**src/rtl/acc16_seq.sv**
```systemverilog
// acc16_seq: batch accumulator behind the 16-bit adder datapath.
// Optional saturation is enabled by defining ACC16_SAT_EN.
module acc16_seq #(
  parameter int WIDTH   = 16,
  parameter int NUM_OPS = 4
) (
  input  logic             clk,
  input  logic             rst_n,
  input  logic             clear,
  input  logic [WIDTH-1:0] data_in,
  input  logic             in_valid,
  output logic             in_ready,
  output logic [WIDTH-1:0] sum_out,
  output logic             cout_out,
  output logic             out_valid,
  input  logic             out_ready,
  output logic [7:0]       op_cnt
);

  typedef enum logic [1:0] {
    IDLE = 2'd0,
    ACC  = 2'd1,
    HOLD = 2'd2
  } state_t;

  localparam logic [7:0] LAST = 8'(NUM_OPS - 1);

  state_t           state;
  state_t           state_nxt;
  logic [WIDTH-1:0] acc;
  logic [WIDTH-1:0] acc_nxt;
  logic             sticky;
  logic [7:0]       cnt;
  logic [WIDTH-1:0] sum_q;
  logic             cout_q;
  logic [WIDTH-1:0] add_s;
  logic             add_c;
  logic             accept;
  logic             last;
  logic             take;

  // Running sum plus operand; carry out of the top bit kept separately.
  assign {add_c, add_s} = {1'b0, acc} + {1'b0, data_in};

`ifdef ACC16_SAT_EN
  // Any carry clamps to all ones; a clamped value stays clamped.
  assign acc_nxt = add_c ? {WIDTH{1'b1}} : add_s;
`else
  assign acc_nxt = add_s;
`endif

  assign accept = in_valid & in_ready;
  assign last   = (cnt == LAST);
  assign take   = (state == HOLD) & out_ready;

  // State register.
  always_ff @(posedge clk) begin
    if (!rst_n) begin
      state <= IDLE;
    end else begin
      state <= state_nxt;
    end
  end

  // Next-state: clear aborts only while collecting, never in HOLD.
  always_comb begin
    state_nxt = state;
    unique case (state)
      IDLE: begin
        if (accept) begin
          state_nxt = last ? HOLD : ACC;
        end
      end
      ACC: begin
        if (clear) begin
          state_nxt = IDLE;
        end else if (accept && last) begin
          state_nxt = HOLD;
        end
      end
      HOLD: begin
        if (out_ready) begin
          state_nxt = IDLE;
        end
      end
      default: state_nxt = IDLE;
    endcase
  end

  // Handshake outputs decoded from state.
  always_comb begin
    in_ready  = 1'b0;
    out_valid = 1'b0;
    unique case (state)
      IDLE:    in_ready  = ~clear & rst_n;
      ACC:     in_ready  = ~clear & rst_n;
      HOLD:    out_valid = 1'b1;
      default: in_ready  = 1'b0;
    endcase
  end

  // Accumulator, sticky carry and beat counter.
  always_ff @(posedge clk) begin
    if (!rst_n) begin
      acc    <= '0;
      sticky <= 1'b0;
      cnt    <= '0;
    end else if (take) begin
      acc    <= '0;
      sticky <= 1'b0;
      cnt    <= '0;
    end else if (clear && state != HOLD) begin
      acc    <= '0;
      sticky <= 1'b0;
      cnt    <= '0;
    end else if (accept) begin
      acc    <= acc_nxt;
      sticky <= sticky | add_c;
      cnt    <= cnt + 8'd1;
    end
  end

  // Result registers load only on entry to HOLD and keep the last result.
  always_ff @(posedge clk) begin
    if (!rst_n) begin
      sum_q  <= '0;
      cout_q <= 1'b0;
    end else if (accept && last) begin
      sum_q  <= acc_nxt;
      cout_q <= sticky | add_c;
    end
  end

  assign sum_out  = sum_q;
  assign cout_out = cout_q;
  assign op_cnt   = cnt;

endmodule

```
**config.mk**
```make
export PLATFORM = sky130hd
export DESIGN_NAME = acc16_seq
export DESIGN_NICKNAME = d
export VERILOG_FILES = /design/src/rtl/acc16_seq.sv
export SDC_FILE = /design/constraint.sdc
export NUM_CORES = 1
export LEC_CHECK = 0
export CORE_ASPECT_RATIO = 2
export CORE_MARGIN = 10
export CORE_UTILIZATION = 50
export DETAILED_ROUTE_END_ITERATION = 8
export PLACE_DENSITY = 0.82
export SLEW_MARGIN = 5
export SYNTH_ARGS = -nofsm -noshare
export SYNTH_HDL_FRONTEND = slang
export SYNTH_SLANG_ARGS = --single-unit
```
**constraint.sdc**
```tcl
create_clock -name clk -period 6.32 [get_ports clk]
set_input_delay 1.264 -clock clk [delete_from_list [all_inputs] [get_ports clk]]
set_output_delay 1.264 -clock clk [all_outputs]
set_load 0.05 [all_outputs]
```
==> results of run 1 <==
-- cell usage in the layout (no fill, tap or decap), types with 2 or more instances in the layout --
master	count
inv_1	3
a311o_1	2
a211oi_2	2
a31oi_1	5
nor2_1	26
and3_1	7
and2_1	2
o21ai_1	2
nand4_1	2
clkbuf_8	5
o21ai_0	17
xor2_1	10
clkdlybuf4s50_1	47
dfxtp_1	44
o21a_1	7
xnor2_1	8
ha_1	17
and4_1	2
a211o_1	3
a21o_1	5
nor2b_1	3
a211oi_1	5
nand2_1	37
nor3_1	4
nand3_1	17
a21oi_1	22
nor4_1	2
o21bai_1	4
-- final cells by class --
type	instances	area, µm²	area share, %
multi-input combinational	226	1450	48.3
sequential	44	881	29.4
timing repair buffer	48	478	16.0
clock buffer	6	72.6	2.42
tap	55	68.8	2.30
clock inverter	2	35.0	1.17
inverter	3	11.3	0.376
-- worst min-delay path by stage --
stage | from | end | slack, ns | cells past startpoint
6_report | acc[4]$_SDFFE_PP0P_ | acc[4]$_SDFFE_PP0P_ | 0.47 | 2
5_1_grt | acc[11]$_SDFFE_PP0P_ | acc[11]$_SDFFE_PP0P_ | 0.50 | 2
4_1_cts | acc[4]$_SDFFE_PP0P_ | acc[4]$_SDFFE_PP0P_ | 0.46 | 2
3_5_place_dp | sum_out[1]$_SDFFE_PN0P_ | sum_out[1]$_SDFFE_PN0P_ | 0.45 | 2
3_3_place_gp | acc[0]$_SDFFE_PP0P_ | acc[0]$_SDFFE_PP0P_ | 0.45 | 2
2_1_floorplan | acc[0]$_SDFFE_PP0P_ | acc[0]$_SDFFE_PP0P_ | 0.44 | 2
-- sequential cells by signal (all words and copies together) (netlist names) --
signal / cells
acc: 16
cout_out: 1
op_cnt: 8
state: 2
sticky: 1
sum_out: 16
-- logic make-up after synthesis --
family | synth area share, %
compound gates | 22.2
xor+xnor | 6.56
fa+ha+maj | 9.68
buf+inv | 3.23
flops | 36.6
simple gates | 21.7
-- metal layers --
metal	global-route usage, %	vias to the layer above
met5	0	-
met4	8.23	0
met3	3.38	16
met2	29.1	58
met1	13.7	1057
li1	-	1113
-- power groups by stage --
stage	logic, W	registers (W)	clock network [W]
3_5_place_dp	0.0000795	0.000289	0
2_1_floorplan	0.0000508	0.000289	0
4_1_cts	0.0000804	0.000283	0.000219
5_1_grt	0.0000882	0.000283	0.000226
6_report	0.0000807	0.000283	0.000216
3_3_place_gp	0.0000781	0.000289	0
-- cells in the mapped netlist (all sizes together), types with 4 or more instances --
master	number
nor2	26
o21ai	19
ha	17
dfxtp	44
and3	7
nand2	38
xnor2	8
a21oi	22
o21a	7
xor2	10
a211oi	7
nor3	4
o21bai	4
buf	5
nand3	17
a21o	5
clkbuf	8
a31oi	5
-- per-stage QoR --
stage / total power [W] / setup slack [ns] / cell area [µm²] / utilization [%] / hold WS (ns)
global route: 0.000598 / 1.44 / 2990 / 64.5 / 0.498
finish: 0.000580 / 1.64 / 2990 / 64.5 / 0.467
detailed placement: 0.000369 / 1.65 / 2890 / 62.2 / 0.450
global placement: 0.000367 / 1.66 / 2890 / 62.2 / 0.446
floorplan: 0.000340 / 2.39 / 2400 / - / 0.440
CTS: 0.000582 / 1.62 / 2990 / 64.5 / 0.464
-- critical path: cells and delay by family --
kind | cells | cell delay (ns)
buffers and inverters | 3 | 1.84
AND/OR/NAND/NOR | 1 | 0.32
==> summary.md, run 1 <==
| Metric | Value |
|---|---|
| Status | finished clean |
| Avg Inst Size Synth | 8.41 µm² |
| Avg Vias per Cell | 5.84 |
| Switch share | about 25% |
| Fmax | 214 MHz |
| Largest net degree at the start of global routing | 26 |
| CTS Buffer Depth | 2 |
| ANT nets after route | 0 |
| Synth Register Bits | 44 |
| Logic pwr share | 13.9% |
| Max-slew violation count | 0 |
| Hold Path Class | register to register |
| Root buffer cell | clkbuf_8 |
| Num CTS Buffers | 5 |
| WL per Instance | approximately 16 µm |
| Worst Setup EP | in_ready |
| Crit path cell chain | clkdlybuf4s50_1 -> inv_1 -> nor3_1 -> clkdlybuf4s50_1 |
| Critical path endpoint category | output port |
| PwrDens | 194 mW/mm² |
| CP startpoint | rst_n |
| Crit path max fanout | 15 |
| IR drop worst, VDD | between 150 and 200 µV |
| Vias in the first global route | 2,290 |
| # H-tree levels | 2 |
| DRT met1 WL | 2360 µm |
| FF-to-FF Start | acc[0]$_SDFFE_PP0P_ |
| CTS tree | done |
| Final Cycle Share | between 70% and 80% |
| Critical path launch point type | input pin |
| Crit path time final | 4.68 ns |
| Slew headroom | a little over two fifths |
| Critical path data required time | ~5 ns |
| CP max stage cell | clkdlybuf4s50_1 |
| Synth Flop Type | dfxtp_1 |
| Initial antenna violation count | 0 |
| Leak pwr | about 1.2 nW |
| Worst Skew | slightly below 0.006 ns |
| Met3 WL | between 200 and 250 µm |
| Setup_tns | 0 ns |
| Clock slew at reported path FFs | approximately 0.08 ns |
| Via Count | between 2,000 and 2,500 |
| Post-synth EDFFs | 0 |
| Most frequent CP cell | clkdlybuf4s50_1 |
| DR top layer | met4 |
| # setup viols final | 0 |
| Hold violation count in the final report | 0 |
| Diode count | 0 |
| Cts repair resizes | 0 |
| YS warnings | 0 |
| Layout cells sized above 1 | around 4.6% |
| DIE HEIGHT | about 120 µm |
| Cells after DPL | ~380 |
| Crit-path max cell delay | between 0.8 and 0.9 ns |
| First-pass GRT wire length | about 10,000 µm |
| CTS Hold Bufs | 0 |
| Worst Tran Pin Value | roughly 0.86 ns |
| Hpwl dp | just under 5000 µm |
| Drt initial violations | 55 |
| Reg2reg setup slack | approximately 3.9 ns |
| Post-Route WL | 6310 µm |
| Final non-filler cell total | between 300 and 400 |
| Total gr overflow | 0 |
| Kind of critical path | input pin to output port |
| Final GP Congestion | approximately 0.90 |
| Max Cap Viol | 0 |
| DRC Markers | 0 |
| FILL cells | 437 |
| Initial Util | between 50 and 60% |
| Asr flop ratio synth | 0% |
| WP data arrival | ~3.4 ns |
| Reg2Reg Capture Point | cout_out$_SDFFE_PN0P_ |
| Sequential share of the synthesized area | a little over a third |
| Die X | approximately 69 µm |
| Area growth, synth to finish | 24.5% |
| RSZ-0062 raised after global routing | no |
| Clock power share | a little under two fifths |
| Cell Area, Synth | ~0.0024 mm² |
| Count of nets after finishing | roughly 370 |
| Area contributors post-synth | dfxtp_1, ha_1, nand2_1 |
| Yosys top cell area share | 36.6% |
| Psw | about 0.00015 W |
| Sequential share of power | 48.8% |
| Nets in the synthesized netlist | 325 |
| DRT Pass-1 Iters | 4 |
| I/O pins | 48 |
| Total GRT Usage | 15.1% |
| Worst-skew pair later-pin latency | roughly 0.3 ns |
| Met2 WL | between 3000 and 4000 µm |
| Number of port buffers | 47 |
| Int Pwr | ~0.00043 W |
| Distinct cell type count after synthesis | between 40 and 50 |
| Leading area contributor after synthesis | dfxtp_1 |
| Synth Instances | between 200 and 300 |
| Post-CTS Setup Bufs | 0 |
| Core Area | 0.00464 mm² |
| Die area | ~0.0082 mm² |
| R2r worst-path depth | 8 |
| Clock Sinks | 44 |
| Row cnt | 35 |
(Power assumes the default switching activity.)
==> inputs of run 2 (changes only) <==
==> constraint.sdc (replaced) <==
create_clock -name clk -period 4.6 [get_ports clk]
set_input_delay 0.92 -clock clk [delete_from_list [all_inputs] [get_ports clk]]
set_output_delay 0.92 -clock clk [all_outputs]
set_load 0.05 [all_outputs]
==> summary.md, run 2 (synthesis results as in run 1) <==
| Metric | Value |
|---|---|
| Max Cap Viol | 0 (unchanged) |
| Diode count | 0 (unchanged) |
| Clock Sinks | 44 (unchanged) |
| Final Cycle Share | 81.6% |
| Total GRT Usage | 15.7% (was 15.1%) |
| Crit path time final | ~3.8 ns |
| Vias in the first global route | 2,368 (was 2,290) |
| Worst-skew pair later-pin latency | 0.31 ns (was 0.30 ns) |
| Critical path endpoint category | output port (unchanged) |
| Total gr overflow | 0 (unchanged) |
| Initial Util | 51.8% (unchanged) |
| Final non-filler cell total | 386 (was 384) |
| Crit path max fanout | 11 (was 15) |
| Layout cells sized above 1 | 5.44% (was 4.56%) |
| Root buffer cell | clkbuf_8 (unchanged) |
| I/O pins | 48 (unchanged) |
| FILL cells | 442 (was 437) |
| Area growth, synth to finish | 25.2% (was 24.5%) |
| WP data arrival | 2.83 ns (was 3.42 ns) |
| Clock slew at reported path FFs | 0.08 ns (about the same) |
| Most frequent cells in the layout | clkdlybuf4s50_1, dfxtp_1, nand2_1 (unchanged) |
| Hold violation count in the final report | 0 (unchanged) |
| First-pass GRT wire length | 10,900 µm (was 10,500 µm) |
| Die area | 0.00815 mm² (unchanged) |
| Hold Path Class | register to register (unchanged) |
| CTS tree | done (unchanged) |
| Num CTS Buffers | 5 (unchanged) |
| Kind of critical path | input pin to output port (unchanged) |
| Cells after DPL | 378 (was 376) |
| Leak pwr | 1.17 nW (was 1.16 nW) |
| Critical path launch point type | input pin (unchanged) |
| DRC Markers | 0 (unchanged) |
| DIE HEIGHT | 118 µm (unchanged) |
| Avg Vias per Cell | 5.83 (was 5.84) |
| DRT Pass-1 Iters | 4 (unchanged) |
| Max-slew violation count | 0 (unchanged) |
| Final core occ | 64.9% (was 64.5%) |
| WL per Instance | 16.4 µm (about the same) |
| Via Count | 2,249 (was 2,244) |
| PwrDens | 267 mW/mm² (was 194 mW/mm²) |
| DRT met1 WL | 2430 µm (was 2360 µm) |
| Worst Tran Pin Value | 0.845 ns (was 0.859 ns) |
| Die X | 69.0 µm (unchanged) |
| CTS Buffer Depth | 2 (unchanged) |
| Setup_tns | 0 ns (unchanged) |
| Post-CTS Setup Bufs | 0 (unchanged) |
| Worst Skew | 0.0117 ns (was 0.00582 ns) |
| Critical path data required time | 3.68 ns (was 5.06 ns) |
| IR drop worst, VDD | 224 µV (was 176 µV) |
| Slew headroom | 43.5% (was 42.6%) |
| Hpwl dp | 4870 µm (was 4840 µm) |
| Initial antenna violation count | 0 (unchanged) |
| Tot Pwr | 0.000805 W (was 0.000580 W) |
| RSZ-0062 raised after global routing | no (unchanged) |
| Final GP Congestion | 0.919 (was 0.905) |
| Number of port buffers | 47 (unchanged) |
| Fmax | ~270 MHz |
| Core Area | 0.00464 mm² (unchanged) |
| # setup viols final | 0 (unchanged) |
| Post-Route WL | 6350 µm (was 6310 µm) |
| CTS Hold Bufs | 0 (unchanged) |
| Status | finished clean (unchanged) |
| Largest net degree at the start of global routing | 26 (unchanged) |
| Row cnt | 35 (unchanged) |
| Commonest non-fill, non-tap cell in the layout | clkdlybuf4s50_1 (unchanged) |
| DR top layer | met4 (unchanged) |
| Hold Crit Depth | 2 (unchanged) |
| Met2 WL | 3470 µm (was 3430 µm) |
| Met3 WL | 181 µm (was 237 µm) |
| Count of nets after finishing | 369 (was 367) |
| ANT nets after route | 0 (unchanged) |
| Drt initial violations | 142 (was 55) |
| Cts repair resizes | 0 (unchanged) |
| R2r worst-path depth | 6 (was 8) |
| # H-tree levels | 2 (unchanged) |
## run 2: cell count changes in the layout (fill, tap and decap cells not counted), sizes merged
cell	before	now
buf	1	3
clkbuf	6	5
clkinvlp	0	1
## run 2: report_power, final
| group | switching [W] | internal, W | leakage [nW] |
|---|---|---|---|
| clock | 0.000144 | 0.000161 | 0.0541 |
| combinational | 0.0000625 | 0.0000490 | 0.763 |
| sequential | 0.00000292 | 0.000386 | 0.355 |
| total | 0.000209 | 0.000596 | 1.17 |
## run 2: layout make-up
type	count	area, µm²	share of cell area, %
clock buffer	5	68.8	2.29
clock inverter	3	42.5	1.41
inverter	3	11.3	0.374
multi-input combinational	226	1450	48.0
sequential	44	881	29.2
tap	55	68.8	2.29
timing repair buffer	50	493	16.4
## run 2: critical path, stage by stage
cell and delay (ns):
clkdlybuf4s50_1 0.67, inv_1 0.10, nor3_1 0.26, clkdlybuf4s50_1 0.88
## run 2: final timing paths
path | from | endpoint | slack [ns]
worst max-delay path | rst_n | in_ready | 0.85
worst min-delay path | acc[5]$_SDFFE_PP0P_ | acc[5]$_SDFFE_PP0P_ | 0.46
worst max register to register | op_cnt[0]$_SDFFE_PP0P_ | sum_out[13]$_SDFFE_PN0P_ | 2.25
worst min register to register | acc[5]$_SDFFE_PP0P_ | acc[5]$_SDFFE_PP0P_ | 0.46
## run 2: through the flow
step | worst slack [ns] | instance area (µm²) | hold slack [ns]
after floorplan | 1.34 | 2400 | 0.440
after global placement | 0.890 | 2900 | 0.446
after detailed placement | 0.861 | 2900 | 0.452
after CTS | 0.848 | 3010 | 0.464
after global routing | 0.741 | 3010 | 0.489
final | 0.845 | 3010 | 0.460
## run 2: per-layer routing
metal / vias up / GRT usage [%]
met4: 0 / 9.87
met3: 17 / 2.53
li1: 1116 / -
met2: 55 / 29.6
met5: - / 0
met1: 1061 / 14.9
==> inputs of run 3 (changes only) <==
--- a/config.mk
+++ b/config.mk
@@ -7,9 +7,9 @@
 export LEC_CHECK = 0
 export CORE_ASPECT_RATIO = 2
 export CORE_MARGIN = 10
-export CORE_UTILIZATION = 50
+export CORE_UTILIZATION = 46
 export DETAILED_ROUTE_END_ITERATION = 8
-export PLACE_DENSITY = 0.82
+export PLACE_DENSITY = 0.79
 export SLEW_MARGIN = 5
 export SYNTH_ARGS = -nofsm -noshare
 export SYNTH_HDL_FRONTEND = slang
==> constraint.sdc (replaced) <==
create_clock -name clk -period 3.16 [get_ports clk]
set_input_delay 0.632 -clock clk [delete_from_list [all_inputs] [get_ports clk]]
set_output_delay 0.632 -clock clk [all_outputs]
set_load 0.05 [all_outputs]
==> summary.md, run 3 (synthesis results as in run 1) <==
| Metric | Value |
|---|---|
| Status | finished clean (unchanged) |
| Tot Pwr | 0.00116 W (was 0.000805 W) |
| Most frequent cells in the layout | clkdlybuf4s50_1, dfxtp_1, nand2_1 (unchanged) |
| Die X | 71.1 µm (was 69.0 µm) |
| Kind of critical path | input pin to register (was input pin to output port) |
| Final worst slack | 0.328 ns (was 0.845 ns) |
| DRT Pass-1 Iters | 5 (was 4) |
| Post-CTS Setup Bufs | 0 (unchanged) |
| Final Cycle Share | approximately nine tenths |
| Core Area | 0.00509 mm² (was 0.00464 mm²) |
| Avg Vias per Cell | 5.69 (was 5.83) |
| Max Cap Viol | 0 (unchanged) |
| Row cnt | 37 (was 35) |
| CTS tree | done (unchanged) |
| Worst Skew | 0.00643 ns (was 0.0117 ns) |
| I/O pins | 48 (unchanged) |
| PwrDens | 380 mW/mm² (was 267 mW/mm²) |
| Fmax | between 300 and 400 MHz |
| Final non-filler cell total | 393 (was 386) |
| CTS Buffer Depth | 2 (unchanged) |
| R2r worst-path depth | 8 (was 6) |
| Number of port buffers | 47 (unchanged) |
| Commonest non-fill, non-tap cell in the layout | clkdlybuf4s50_1 (unchanged) |
| Root buffer cell | clkbuf_8 (unchanged) |
| Crit-path max cell delay | 0.42 ns (was 0.88 ns) |
| Reg2reg setup slack | 0.79 ns (was 2.25 ns) |
| Setup_tns | 0 ns (unchanged) |
| Area growth, synth to finish | 26.9% (was 25.2%) |
| Reg2Reg Capture Point | cout_out$_SDFFE_PN0P_ (was sum_out[13]$_SDFFE_PN0P_) |
| DRC Markers | 0 (unchanged) |
| Worst Setup EP | cout_out$_SDFFE_PN0P_ (was in_ready) |
| IR drop worst, VDD | 399 µV (was 224 µV) |
| Max-slew violation count | 0 (unchanged) |
| WP data arrival | 2.99 ns (was 2.83 ns) |
| CP max stage cell | clkdlybuf4s50_1 (unchanged) |
| Worst Tran Pin Value | 0.554 ns (was 0.845 ns) |
| FF-to-FF Start | acc[0]$_SDFFE_PP0P_ (was op_cnt[0]$_SDFFE_PP0P_) |
| RSZ-0062 raised after global routing | no (unchanged) |
| Final GP Congestion | 0.876 (was 0.919) |
| Via Count | 2,235 (was 2,249) |
| Post-Route WL | 6330 µm (was 6350 µm) |
| Most frequent CP cell | a21oi_1 (was clkdlybuf4s50_1) |
| WL per Instance | 16.1 µm (was 16.4 µm) |
| Worst hold slack | 0.463 ns (was 0.460 ns) |
| Slew headroom | 63.0% (was 43.5%) |
| DIE HEIGHT | 122 µm (was 118 µm) |
| Leak pwr | 1.20 nW (was 1.17 nW) |
| Num CTS Buffers | 5 (unchanged) |
| Largest net degree at the start of global routing | 18 (was 26) |
| Crit path max fanout | 6 (was 11) |
| Vias in the first global route | 2,282 (was 2,368) |
| Crit path time final | between 2 and 3 ns |
| Clock slew at reported path FFs | 0.09 ns (was 0.08 ns) |
| Worst-skew pair later-pin latency | 0.29 ns (was 0.31 ns) |
| Cts repair resizes | 0 (unchanged) |
| Total GRT Usage | 14.7% (was 15.7%) |
| Critical path endpoint category | register (was output port) |
| Clock Sinks | 44 (unchanged) |
| First-pass GRT wire length | 10,600 µm (was 10,900 µm) |
| CP startpoint | data_in[0] (was rst_n) |
| Dpl ws | 0.0518 ns (was 0.861 ns) |
| Die area | 0.00870 mm² (was 0.00815 mm²) |
| Hold Path Class | register to register (unchanged) |
| Hpwl dp | 4940 µm (was 4870 µm) |
| ANT nets after route | 0 (unchanged) |
| Drt initial violations | 95 (was 142) |
| Initial antenna violation count | 0 (unchanged) |
| Layout cells sized above 1 | 6.57% (was 5.44%) |
| Diode count | 0 (unchanged) |
| Count of nets after finishing | 373 (was 369) |
| # H-tree levels | 2 (unchanged) |
| Hold violation count in the final report | 0 (unchanged) |
| Initial Util | 47.2% (was 51.8%) |
| # setup viols final | 0 (unchanged) |
| Crit path cell chain | clkdlybuf4s50_1 -> ha_1 -> fa_1 -> a21oi_1 -> nor2_1 -> o21a_1 -> a311o_1 -> a31oi_1 -> a21oi_1 (was clkdlybuf4s50_1 -> inv_1 -> nor3_1 -> clkdlybuf4s50_1) |
| CTS Hold Bufs | 0 (unchanged) |
| Total gr overflow | 0 (unchanged) |
| Cells after DPL | 385 (was 378) |
| Critical path data required time | 3.32 ns (was 3.68 ns) |
| Critical path launch point type | input pin (unchanged) |
==> run 3: changes by cell type in the layout (fill, tap and decap cells not counted), sizes merged <==
cell,change
buf,+5
clkinvlp,-1
clkdlybuf4s50,-1
clkbuf,+1
==> run 3: worst min-delay path by stage <==
| stage | startpoint | end | slack, ns | cells after the start |
|---|---|---|---|---|
| 6_report | acc[5]$_SDFFE_PP0P_ | acc[5]$_SDFFE_PP0P_ | 0.46 | 2 |
| 4_1_cts | sum_out[0]$_SDFFE_PN0P_ | sum_out[0]$_SDFFE_PN0P_ | 0.46 | 2 |
| 5_1_grt | acc[0]$_SDFFE_PP0P_ | acc[0]$_SDFFE_PP0P_ | 0.48 | 2 |
| 2_1_floorplan | acc[0]$_SDFFE_PP0P_ | acc[0]$_SDFFE_PP0P_ | 0.44 | 2 |
| 3_3_place_gp | acc[11]$_SDFFE_PP0P_ | acc[11]$_SDFFE_PP0P_ | 0.45 | 2 |
| 3_5_place_dp | sum_out[0]$_SDFFE_PN0P_ | sum_out[0]$_SDFFE_PN0P_ | 0.45 | 2 |
==> run 3: per-layer routing <==
layer | global-route usage (%) | up-vias | wire length (µm)
met4 | 6.20 | 0 | 186
met1 | 14.4 | 1050 | 2400
met5 | 0 | - | 0
met3 | 3.31 | 13 | 207
met2 | 28.3 | 50 | 3540
li1 | - | 1122 | -
==> run 3: area by class of cell <==
type	instances	area, µm²
fill	490	2040
multi-input combinational	226	1450
sequential	44	881
timing repair buffer	54	533
clock buffer	6	72.6
tap	58	72.6
clock inverter	2	35.0
inverter	3	11.3
==> run 3: power breakdown <==
part / leakage, nW / switching, W / total (W) / internal, W
clock: 0.0552 / 0.000193 / 0.000428 / 0.000235
sequential: 0.355 / 0.00000431 / 0.000566 / 0.000561
combinational: 0.786 / 0.0000903 / 0.000165 / 0.0000750
total: 1.20 / 0.000288 / 0.00116 / 0.000871
==> run 3: worst max-delay path, delay by kind of cell <==
kind	cells	cell delay [ns]
compound gates	5	1.19
buf+inv	1	0.42
fa+ha+maj	2	0.65
simple gates	1	0.09
==> run 3: stage by stage <==
stage	area, µm²	util (%)
CTS	3050	59.9
global route	3050	59.9
floorplan	2400	-
finish	3050	59.9
detailed placement	2940	57.8
global placement	2940	57.8
